File: src/rtl/reg_write_arbiter.sv
// Round-robin arbiter owning a shared W-bit register,
// with optional locked bursts of up to MAX_LOCK grants.
module reg_write_arbiter #(
  parameter int N        = 4,
  parameter int W        = 8,
  parameter int MAX_LOCK = 8,
  localparam int IW      = $clog2(N)
) (
  input  logic           clk,
  input  logic           rst_n,
  input  logic [N-1:0]   req,
  input  logic [N-1:0]   lock,
  input  logic [N*W-1:0] wdata,
  output logic [N-1:0]   gnt,
  output logic [W-1:0]   q,
  output logic           q_valid,
  output logic [IW-1:0]  owner
);

  typedef enum logic {IDLE, OWN} state_t;

  localparam logic [7:0] MAX_C = 8'(MAX_LOCK);

  state_t        state, state_n;
  logic [IW-1:0] ptr, ptr_n;
  logic [7:0]    lock_cnt, cnt_n;
  logic [N-1:0]  gnt_n;
  logic [W-1:0]  q_n;
  logic          qv_n;
  logic [IW-1:0] owner_n;

  logic          hit;
  logic [IW-1:0] win;
  logic [IW-1:0] sel;
  logic [W-1:0]  sel_data;
  logic          keep;
  int            j;

  // Scan downward so the smallest offset from ptr wins.
  always_comb begin
    hit = 1'b0;
    win = '0;
    j   = 0;
    for (int k = N - 1; k >= 0; k--) begin
      j = int'(ptr) + k;
      if (j >= N) j = j - N;
      if (req[j]) begin
        hit = 1'b1;
        win = IW'(j);
      end
    end
  end

  assign keep = (state == OWN) && req[owner] &&
                lock[owner] && (lock_cnt < MAX_C);

  assign sel = keep ? owner : win;

  always_comb begin
    sel_data = '0;
    for (int i = 0; i < N; i++) begin
      if (sel == IW'(i)) sel_data = wdata[i*W +: W];
    end
  end

  always_comb begin
    state_n = state;
    ptr_n   = ptr;
    cnt_n   = lock_cnt;
    gnt_n   = '0;
    q_n     = q;
    qv_n    = 1'b0;
    owner_n = owner;
    if (keep) begin
      gnt_n = N'(1) << sel;
      q_n   = sel_data;
      qv_n  = 1'b1;
      cnt_n = lock_cnt + 8'd1;
    end else begin
      state_n = IDLE;
      cnt_n   = '0;
      if (hit) begin
        gnt_n   = N'(1) << sel;
        q_n     = sel_data;
        qv_n    = 1'b1;
        owner_n = win;
        ptr_n   = (win == IW'(N - 1)) ? '0 : win + IW'(1);
        if (lock[win]) begin
          state_n = OWN;
          cnt_n   = 8'd1;
        end
      end
    end
  end

  always_ff @(posedge clk or negedge rst_n) begin
    if (!rst_n) begin
      state    <= IDLE;
      ptr      <= '0;
      lock_cnt <= '0;
      gnt      <= '0;
      q        <= '0;
      q_valid  <= 1'b0;
      owner    <= '0;
    end else begin
      state    <= state_n;
      ptr      <= ptr_n;
      lock_cnt <= cnt_n;
      gnt      <= gnt_n;
      q        <= q_n;
      q_valid  <= qv_n;
      owner    <= owner_n;
    end
  end

endmodule

File: config.mk
export PLATFORM = sky130hd
export DESIGN_NAME = reg_write_arbiter
export DESIGN_NICKNAME = d
export VERILOG_FILES = /design/src/rtl/reg_write_arbiter.sv
export SDC_FILE = /design/constraint.sdc
export NUM_CORES = 1
export LEC_CHECK = 0
export ABC_AREA = 1
export BUFFER_PORTS_ARGS = -buffer_cell sky130_fd_sc_hd__clkbuf_2
export CORE_ASPECT_RATIO = 1.2
export CORE_MARGIN = 10
export CORE_UTILIZATION = 55
export DETAILED_ROUTE_END_ITERATION = 8
export GPL_TIMING_DRIVEN = 0
export PLACE_DENSITY = 0.82
export SKIP_LAST_GASP = 1
export SLEW_MARGIN = 0
export SYNTH_ARGS = -nofsm -noshare
export SYNTH_HDL_FRONTEND = slang
export SYNTH_SLANG_ARGS = --single-unit
export TNS_END_PERCENT = 1
File: constraint.sdc
create_clock -name clk -period 4.4 [get_ports clk]
set_input_delay 0 -clock clk [delete_from_list [all_inputs] [get_ports clk]]
set_output_delay 0 -clock clk [all_outputs]
set_load 0.05 [all_outputs]
* After elaboration in Yosys (flattened, before gate mapping) *
Cells that the tools add are included.

word-level totals
  flip-flop bits (word level) = 26
  input bits = 42
  output and inout port bits = 15
  logic and storage cells = 86

cells by class
  add/sub/neg operators = 9
  $lt $le $gt $ge = 11
  equal/unequal tests = 4
  shifts and indexed selects = 1
  multiplexer cells = 47
  bitwise operators = 1
  reductions and logical operators = 6

operator list
  cell                   count
  $lt A32 B4 Y1 const B  4
  $mux W32               4
  $mux W8                7
  $mux W1                21
  $bmux W1 S2            7
  $mux W2                6
  $sub A3 B3 Y4 const B  3
  $ge A3 B3 Y1 const B   3
  $add A8 B1 Y8 const B  1
  $lt A8 B4 Y1 const B   1
  $mux W4                2
  $add A2 B2 Y3 const B  2
  $eq A2 B2 Y1 const B   3
  $lt A2 B3 Y1 const B   2
  $shl A1 B2 Y4 const A  1
  $sub A2 B3 Y4 const B  1
  $add A2 B1 Y3 const B  1
  $ge A2 B3 Y1 const B   1
  $logic_and A1 B1 Y1    3
  $add A2 B1 Y2 const B  1
  $eq A2 B1 Y1 const B   1
  $logic_not A2 Y1       1
  $reduce_and A2 Y1      1
  $reduce_bool A2 Y1     1
  $not A1 Y1             1

* Depth between registers and ports, before layout *
  depth after elaboration = 18
  mapped depth = 17
  depth with buffers taken out = 16

* Worst setup path before layout *
OpenSTA, ideal clock, no wires.

  path kind = flip-flop to flip-flop
  from = register owner[0]
  to = register q[3]
  library setup time = 0.118 ns
  arrival time = 1.874 ns
  required time = 4.282 ns
  path slack = 2.408 ns
  stages on the path, launching flop included = 14
  path buffers = 2
  period minus slack after synthesis = 1.992 ns
  cells stage by stage = dfrtp_1 > buf_6 > nand2_2 > o211ai_2 > nand3_4 > inv_2 > nand2_2 > nand2_4 > buf_4 > nand3b_1 > nand2_1 > inv_1 > nand2_1 > nand2_1

on the way
  word-level cells in the longest chain between the ends = 13
  elaborated cells on any way between the ends = 19
  classes of those cells = 3 x eq/ne; 11 x mux; 5 x reduce/logical

ends and longest elaborated chain
  what                              RTL line  text
  from (decl)                       17        output logic [IW-1:0] owner
  from (signal assigned)            112       owner <= owner_n;
  $bmux W1 S2                       54        assign keep = (state == OWN) && req[owner] &&
  $mux W1 (implied by the code)     54
  $logic_and A1 B1 Y1 (2 in a row)  54
  $logic_and A1 B1 Y1               55        lock[owner] && (lock_cnt < MAX_C);
  $mux W2                           57        assign sel = keep ? owner : win;
  $logic_not A2 Y1                  62        if (sel == IW'(i)) sel_data = wdata[i*W +: W];
  $mux W8 (4 in a row)              62
  $mux W8                           82        if (hit) begin
  $mux W8                           74        if (keep) begin
  to (signal assigned)              110       q <= q_n;
  to (decl)                         15        output logic [W-1:0] q,

Parallel ways exist; a longest one is shown, timed or not. The select of a mux whose other input is x is not followed.
A chain may end at the register's enable or synchronous reset.

* Worst setup path after layout *
  from = register ptr[0]
  to = register q[2]

on the way
  word-level cells in the longest chain between the ends = 18
  elaborated cells on any way between the ends = 47
  classes of those cells = 7 x add/sub; 4 x order compare; 3 x eq/ne; 31 x mux; 2 x reduce/logical

ends and longest elaborated chain
  what                                                  RTL line  text
  from (decl)                                           25        logic [IW-1:0] ptr, ptr_n;
  from (signal assigned)                                107       ptr <= ptr_n;
  $add A2 B2 Y3                                         45        j = int'(ptr) + k;
  $sub A3 B3 Y4 / $ge A3 B3 Y1 (equally long branches)  46        if (j >= N) j = j - N;
  $mux W32                                              46
  $bmux W1 S2                                           47        if (req[j]) begin
  $mux W1 (implied by the code) (2 in a row)            47
  $mux W2 (4 in a row)                                  47
  $mux W2                                               57
  $logic_not A2 Y1                                      62
  $mux W8 (4 in a row)                                  62
  $mux W8                                               82
  $mux W8                                               74

Parallel ways exist; a longest one is shown, timed or not. The select of a mux whose other input is x is not followed.

==> flow_summary.ini <==
[status]
status = complete, no violations

[synthesis]
syn_inst = 244
synth_compound_area_share_pct = 10.1
synthTopCellsByArea = dfrtp_1 36%, nand2_1 13%, nand3_1 8.8%
ys_warn_count = 0
synth-async-reset-ratio_pct = 100
netlist_area_um2 = 1830
synth_top_area_cell = dfrtp_1
yosys_register_bits = 26
synth_top_family_by_area = simple AND/OR/NAND/NOR gates
synth-simple-area-share_pct = 40.7
avgSynthCellArea_um2 = 7.49
ys_seq_area_share_pct = 35.6
synth.top_cell.area_share_pct = 35.6
synth_edf_count = 0
yosys.area_share.adder_pct = 0.685
synthXorXnorAreaFrac_pct = 1.44
synth_ff_type = dfrtp_1
ys_types = 32
muxShareOfSynthArea_pct = 0

[route]
wirelength_um = 4530
vias = 1775
wl_per_cell_um = 13.1
drt-initial-drc-count = 86
firstDrtPassIters = 4
vias_per_cell = 5.14
drc = 0
ant_nets = 0

[placement]
pre_cts_slack_ns = 2.47
port-buffer-count = 56
hpwl_um = 3710
dpl_cell_area_um2 = 2160
gp_congestion = 0.858

[cts]
clkTransAtPathRegs_ns = 0.14
cts_resized = 0
cts_tree = done
cts-root-buf = clkbuf_4
h-tree-depth = 1
clock-sinks = 26
cts_buffers = 3
cts_buffer_depth = 2
clock_latency_ns = 0.31

[sta]
fin_worst_skew_ns = 0.0103
worst_slew_pin_slew_ns = 0.625
setup_tns_ns = 0
fmax_ghz = 0.511
maxSlewHeadroom_pct = 58.3
finalCritPeriodShare_pct = 44.5
period_needed_ns = 1.96
hold_viol_final = 0
setup_viol = 0
drv_slew = 0
layout_setup_ws_ns = 2.44
rsz0062_at_grt = false

[power]
ir_drop_mv = 0.622
power_density_nw_per_um2 = 927
p_leak_nw = 1.22
power_mw = 2.07

[floorplanning]
die_x_um = 72.6
ioPinCount = 57
coreArea_um2 = 3140
dieArea_um2 = 6040
die_h_um = 83.1
start_util_pct = 58.2
fp-row-count = 22

[worst_setup_path]
crit_path_end_kind = flip-flop
arrival_ns = 2.17
critPathMaxFanout = 10
crit_chain = inv_1 > nand2_1 > and2_4 > nand2_2 > nand2_1 > inv_1 > nand2_1 > nand2_2 > nand2_4 > nand2_4 > nand2_4 > buf_6 > o21ai_2 > nand3_1 > nand2_1 > nand2_1
critPathLaunchType = flip-flop
worstPathRequired_ns = 4.61
cp_slowest_cell = dfrtp_1
slowest_delay_ns = 0.43
cp_common_cell = nand2_1
setup.worst_path.class = flip-flop to flip-flop

[layout]
syn_to_final_growth_pct = 22.4
post-route-util_pct = 71.3
n_antenna_cell = 0
fin_nets = 353
finalInstanceArea_um2 = 2240
drive_gt1_share_pct = 35.3

[grt]
grt_usage_pct = 15.1
grt_max_degree = 27
grt_pass1_vias = 1794
grt_pass1_wl_um = 7820
grt-ovfl-total = 0
antenna_found_initial = 0

[worst_hold_path]
worstHoldPathType = input pin to flip-flop

[job]
drv_cap = 0
cell usage in the layout (no fill, tap or decap), drive strengths merged, types with 2 or more instances in the layout:
cell	Yosys	layout
a21oi	3	3
buf	9	9
clkbuf	0	59
conb	1	4
dfrtp	26	26
dlygate4sd3	0	2
inv	29	29
nand2	83	83
nand3	37	37
nand3b	8	8
nor2	12	12
nor3	2	2
o211ai	3	3
o21ai	21	21
xor2	2	2
per-layer routing:
layer	global-route usage [%]	share of wire [%]
met1	18.2	43
met2	24.6	46
met3	5.24	9.4
met4	4.14	1.3
met5	0	0
area by class of cell:
class                      instances  area (um^2)
buffer                             9         93.8
clock buffer                       3         22.5
clock inverter                     1         30.0
fill                             275          902
inverter                          30          113
multi-input combinational        182          981
sequential                        26          651
tap                               36         45.0
timing repair buffer              58          300
kinds of logic after synthesis:
group / count (synthesis)
XOR/XNOR: 3
flip-flops: 26
AND/OR/NAND/NOR: 145
AO/OA/AOI/OAI: 29
buffers and inverters: 39
other: 1
adder cells (fa/ha/maj): 1
state kept, by name, summed over array words and instances (netlist names):
register  flops
owner         2
q             8
q_valid       1
ptr           2
gnt           4
state         1
lock_cnt      8
power breakdown:
group,internal (mW),switching [mW]
clock,0.0920,0.0662
combinational,0.510,1.01
sequential,0.339,0.0595
stage by stage:
stage               hold slack, ns  instances
finish                     0.00525        345
global route                0.0153        345
CTS                        0.00424        345
detailed placement          0.0438        339
global placement            0.0342        339
floorplan                   -0.296        247
synth_stat cells, types with 3 or more instances:
cell and number:
inv_1 22, o21ai_2 6, o21ai_1 5, nand2_4 5, nand2_2 13, o21ai_0 10
dfrtp_1 26, nor2_1 11, nand2_1 65, nand3_2 4, nand3_1 32, inv_2 7
a21oi_1 3, nand3b_1 8, buf_6 7
critical path, delay by kind of cell (launching register included):
family / cells / cell delay (ns)
and+or+nand+nor: 12 / 0.97
DFF: 1 / 0.43
buffers and inverters: 3 / 0.34
AOI/OAI and AO/OA: 1 / 0.11
final timing paths:
kind / start / end / slack (ns) / cells past startpoint
worst min register to register: q[0] / q[0] / 0.49 / 2
worst min-delay path: wdata[12] / q[4] / 0.005 / 5
worst max-delay path: ptr[0] / q[2] / 2.44 / 16
max in group asynchronous: rst_n / ptr[1] / 3.77 / 2
min in group asynchronous: rst_n / q[6] / 0.21 / 2
worst max register to register: ptr[0] / q[2] / 2.44 / 16
timing repair:
item,in CTS,in global routing
hold endpoints to repair,27,0
hold buffers,2,0
setup buffers,0,0
Note: power is estimated with default switching activity, not from simulation.
